$ cat config.mk
export PLATFORM = sky130hd
export DESIGN_NAME = uart_mem_bridge
export DESIGN_NICKNAME = d
export VERILOG_FILES = /design/src/rtl/uart_mem_bridge.sv
export SDC_FILE = /design/constraint.sdc
export NUM_CORES = 1
export LEC_CHECK = 0
export ABC_AREA = 1
export ABC_CLOCK_PERIOD_IN_PS = 2000
export BUFFER_PORTS_ARGS = -buffer_cell sky130_fd_sc_hd__buf_2
export CAP_MARGIN = 20
export CELL_PAD_IN_SITES_DETAIL_PLACEMENT = 1
export CELL_PAD_IN_SITES_GLOBAL_PLACEMENT = 2
export CORE_MARGIN = 1
export CORE_UTILIZATION = 28
export DETAILED_ROUTE_END_ITERATION = 10
export GPL_TIMING_DRIVEN = 0
export PLACE_DENSITY = 0.75
export RECOVER_POWER = 100
export SLEW_MARGIN = 30
export SYNTH_ARGS = -nofsm -noshare
export SYNTH_HDL_FRONTEND = slang
export SYNTH_SLANG_ARGS = --single-unit
$ cat constraint.sdc
create_clock -name clk -period 2 [get_ports clk]
set_input_delay 0.1 -clock clk [delete_from_list [all_inputs] [get_ports clk]]
set_output_delay 0.1 -clock clk [all_outputs]
set_load 0.01 [all_outputs]
$ cat src/rtl/uart_mem_bridge.sv
// uart_mem_bridge: serial command bridge issuing single-word reads/writes on the native memory bus.
// Define MEM_TIMEOUT_EN to abort a stalled transaction after TIMEOUT_CYCLES and answer 'T'.
module uart_mem_bridge #(
    parameter int unsigned TIMEOUT_CYCLES = 255,
    parameter logic [7:0]  ACK_BYTE       = 8'h4B,
    parameter logic [7:0]  ERR_BYTE       = 8'h3F
) (
    input  logic        clk,
    input  logic        reset_n,
    input  logic [7:0]  rx_data,
    input  logic        rx_valid,
    output logic [7:0]  tx_data,
    output logic        tx_valid,
    input  logic        tx_ready,
    output logic        mem_valid,
    input  logic        mem_ready,
    output logic [31:0] mem_addr,
    output logic [31:0] mem_wdata,
    output logic [3:0]  mem_wstrb,
    input  logic [31:0] mem_rdata,
    output logic        rx_overrun,
    output logic        busy
);
    typedef enum logic [2:0] {IDLE, ADDR, DATA, MEM, RESP} state_t;
    state_t      state;
    logic        is_wr;
    logic        rd_resp;
    logic [1:0]  cnt;
    logic [31:0] rdata;
`ifdef MEM_TIMEOUT_EN
    localparam int TW = $clog2(TIMEOUT_CYCLES + 1);
    logic [TW-1:0] tcnt;
`endif

    assign busy = state != IDLE;

    always_ff @(posedge clk or negedge reset_n) begin
        if (!reset_n) begin
            state      <= IDLE;
            is_wr      <= 1'b0;
            rd_resp    <= 1'b0;
            cnt        <= 2'd0;
            rdata      <= 32'd0;
            tx_data    <= 8'd0;
            tx_valid   <= 1'b0;
            mem_valid  <= 1'b0;
            mem_addr   <= 32'd0;
            mem_wdata  <= 32'd0;
            mem_wstrb  <= 4'd0;
            rx_overrun <= 1'b0;
`ifdef MEM_TIMEOUT_EN
            tcnt       <= '0;
`endif
        end else begin
            // no rx backpressure: bytes arriving while the bus or transmitter is busy are lost
            if (rx_valid && (state == MEM || state == RESP))
                rx_overrun <= 1'b1;
            case (state)
                IDLE: if (rx_valid) begin
                    cnt <= 2'd0;
                    if (rx_data == 8'h57 || rx_data == 8'h52) begin
                        is_wr <= rx_data == 8'h57;
                        state <= ADDR;
                    end else begin
                        rd_resp  <= 1'b0;
                        tx_data  <= ERR_BYTE;
                        tx_valid <= 1'b1;
                        state    <= RESP;
                    end
                end
                ADDR: if (rx_valid) begin
                    mem_addr[8*cnt +: 8] <= rx_data;
                    cnt <= cnt + 2'd1;
                    if (cnt == 2'd3) begin
                        state     <= is_wr ? DATA : MEM;
                        mem_valid <= !is_wr;
                    end
                end
                DATA: if (rx_valid) begin
                    mem_wdata[8*cnt +: 8] <= rx_data;
                    cnt <= cnt + 2'd1;
                    if (cnt == 2'd3) begin
                        state     <= MEM;
                        mem_valid <= 1'b1;
                        mem_wstrb <= 4'hF;
                    end
                end
                MEM: if (mem_ready) begin
                    mem_valid <= 1'b0;
                    mem_wstrb <= 4'd0;
                    rdata     <= mem_rdata;
                    rd_resp   <= !is_wr;
                    tx_data   <= is_wr ? ACK_BYTE : mem_rdata[7:0];
                    tx_valid  <= 1'b1;
                    cnt       <= 2'd0;
                    state     <= RESP;
`ifdef MEM_TIMEOUT_EN
                    tcnt      <= '0;
                end else if (tcnt == TW'(TIMEOUT_CYCLES - 1)) begin
                    mem_valid <= 1'b0;
                    mem_wstrb <= 4'd0;
                    rd_resp   <= 1'b0;
                    tx_data   <= 8'h54;
                    tx_valid  <= 1'b1;
                    state     <= RESP;
                    tcnt      <= '0;
                end else begin
                    tcnt <= tcnt + 1'b1;
`endif
                end
                RESP: if (tx_ready) begin
                    if (rd_resp && cnt != 2'd3) begin
                        cnt     <= cnt + 2'd1;
                        tx_data <= rdata[8*(2'(cnt + 2'd1)) +: 8];
                    end else begin
                        tx_valid <= 1'b0;
                        state    <= IDLE;
                    end
                end
                default: state <= IDLE;
            endcase
        end
    end
endmodule

==> results.ini <==
[timing]
final-max-slew-violation-count = 0
skew_ps = 23.6
tightest_slew_ps = 1460
rsz0062_at_grt = no
finalCritPeriodShare_pct = 92.7
fmax_ghz = 0.539
slew-limit-headroom_pct = 2.87
period_minus_slack_ps = 1850
setup_violations = 0
hold_violations = 0
worst_slack_ps = 146
finalSetupTns_ps = 0

[floorplan]
die_x_um = 142
coreArea_um2 = 19000
die_h_um = 142
rows = 50
ios = 125
design.die.area_um2 = 20200
initial_core_util_pct = 29.0

[global_route]
grt_max_degree = 62
grt_pass1_wl_um = 29500
grt_usage_pct = 19.2
gr-total-overflow = 0
grt_pass1_vias = 5609
antenna_found_initial = 0

[synth]
yosys.area.top_type = dfrtp_1
muxShareOfSynthArea_pct = 0
netlist_area_um2 = 5490
synthAdderAreaFrac_pct = 1.14
ys_ff_latch = 115
synth_top_area_share_pct = 52.4
syn_nets = 759
synth-simple-area-share_pct = 34.6
synth_top_family_by_area = simple AND/OR/NAND/NOR gates
yosys_warnings = 0
post_synth_num_cell_types = 25
syn_inst = 709
synth-compound-area-share_pct = 6.70
synth_area_leaders = dfrtp_1 (52%), nand2_1 (22%), o21ai_0 (5.3%)
synth.avg_cell_area_um2 = 7.74
ys_seq_area_share_pct = 52.4
synthXorXnorAreaFrac_pct = 0

[setup_path]
r2r_end = tx_data[4]$_DFFE_PN0P_
rr_startpoint = cnt[0]$_DFFE_PN0P_
reg2reg_depth = 10
crit_fanout = 11
r2r_slack_ps = 150
critical_path_required_ps = 2300
cp-start-kind = flop
worstPathArrival_ps = 2150
endpoint_kind = flop
crit_type = reg2reg

[drt]
ant_nets = 0
wl_per_cell_um = 15.8
drt-total-wl_um = 18400
drtIter0Drc = 248
met1_length_um = 8440
topRoutingLayerUsed = met4
drc = 0
wl_met3_um = 621
wl_met2_um = 9200
vias = 5385
dr.pass1.iters = 4
vias_per_cell = 4.63

[power]
vdd_ir_drop_max_mv = 0.586
p_per_area_nw_per_um2 = 1200
p_leak_nw = 3.80

[placed_design]
gp_congestion = 0.825
io_buffers = 124
placed_area_um2 = 6480
dp_slack_ps = -493
place_hpwl_um = 13700

[clock_network]
cts.sinks = 115
clk_pin_slew_ps = 60
cts_tree = yes
cts.htree.levels = 4
worst_skew_pair.late_latency_ps = 430
clockBufferDepth = 2
clockRootBuffer = clkbuf_16
cts_buffers = 17

[final_layout]
nets = 939
design_area_um2 = 7440
diodes = 0
areaGrowthSynthToFinish_pct = 35.6
drive_gt1_share_pct = 15.7

[worst_hold_path]
hold_class = in2reg
holdCritStartpoint = rx_data[2]
min_to = mem_wdata[2]$_DFFE_PN0P_
holdPathStages = 3

[job]
cap_viol_max_count = 0

[run_status]
outcome = complete, no violations

==> where the power goes <==
group	switching (W)	leakage, nW	internal [W]
registers	0.000184	1.57	0.00262
logic	0.00207	1.96	0.00109
clock network	0.00113	0.271	0.00186
==> synth_stat cells, drive strengths merged <==
master / n
buf: 18
clkbuf: 12
clkinv: 1
dfrtp: 115
ha: 5
inv: 32
nand2: 332
nand3: 50
nand3b: 2
nand4: 10
nor2: 49
nor3: 8
nor4: 2
o21ai: 72
o21bai: 1
==> final cells by class <==
class                   count  area (µm²)
fillers                  2358       11500
flip-flops and latches    115        2880
multi-input cells         531        2430
repair buffers            162         910
clock buffers              19         443
well taps                 260         325
plain buffers              29         191
clock inverters            13         135
inverters                  33         129
==> kinds of logic after synthesis <==
kind of cell    Yosys count
simple gates            453
flops                   115
compound gates           73
buf+inv                  63
fa+ha+maj                 5
==> flip-flops by register name, summed over array words and instances, names as in the netlist, 2 cells and up <==
signal	flops
cnt	2
state	3
rdata	32
mem_wdata	32
tx_data	8
mem_addr	32
==> stage by stage <==
| step | util (%) | hold slack, ps | instances | total power, W |
|---|---|---|---|---|
| after floorplan | - | -196 | 709 | 0.00458 |
| after global placement | 34.0 | 296 | 1093 | 0.00558 |
| after detailed placement | 34.2 | 49.8 | 1094 | 0.00566 |
| after CTS | 39.8 | 15.3 | 1160 | 0.00904 |
| after global routing | 39.3 | 38.0 | 1162 | 0.00952 |
| final | 39.3 | 16.0 | 1162 | 0.00895 |
==> worst max-delay path by stage <==
stage,end,slack (ps),start
2_1_floorplan,mem_addr[6]$_DFFE_PN0P_,10,cnt[0]$_DFFE_PN0P_
3_3_place_gp,tx_data[4]$_DFFE_PN0P_,-560,reset_n
3_5_place_dp,mem_addr[7]$_DFFE_PN0P_,-490,cnt[0]$_DFFE_PN0P_
4_1_cts,mem_addr[7]$_DFFE_PN0P_,-70,cnt[0]$_DFFE_PN0P_
5_1_grt,tx_data[1]$_DFFE_PN0P_,10,state[1]$_DFFE_PN0P_
6_report,tx_data[4]$_DFFE_PN0P_,150,cnt[0]$_DFFE_PN0P_
==> worst max-delay path, stage by stage (launching register included) <==
cell      delay (ps)
dfrtp_1          370
buf_6            130
clkinv_4         100
buf_6            170
ha_4             300
buf_4            200
nand3_1          160
nand3_1          130
nand2_1           60
nand4_1           80
nand2_1           50
==> layer usage <==
metal / track usage [%] / vias to the layer above
li1: - / 2619
met1: 24.3 / 2641
met2: 33.2 / 117
met3: 3.60 / 8
met4: 5.49 / 0
met5: 0 / -
==> repair_timing <==
action                                 in CTS  in global routing
pin swaps                                   4                  3
setup endpoints to repair                  73                 71
endpoints found under the hold margin      86                  0
hold buffers                               33                  0
cloned                                      0                  0
buffers inserted                            1                  3
gates resized for setup                    39                 21
==> cells in the final DEF (no fill, tap or decap), types with 8 or more instances in the layout <==
master,instances
buf_2,50
o21ai_0,64
clkbuf_1,88
o21ai_1,8
dlygate4sd3_1,33
nand4_1,10
nand2_1,328
inv_1,25
nand3_1,42
clkbuf_16,17
dfrtp_1,115
nor2_1,38
Power figures use the tool's default switching activity.
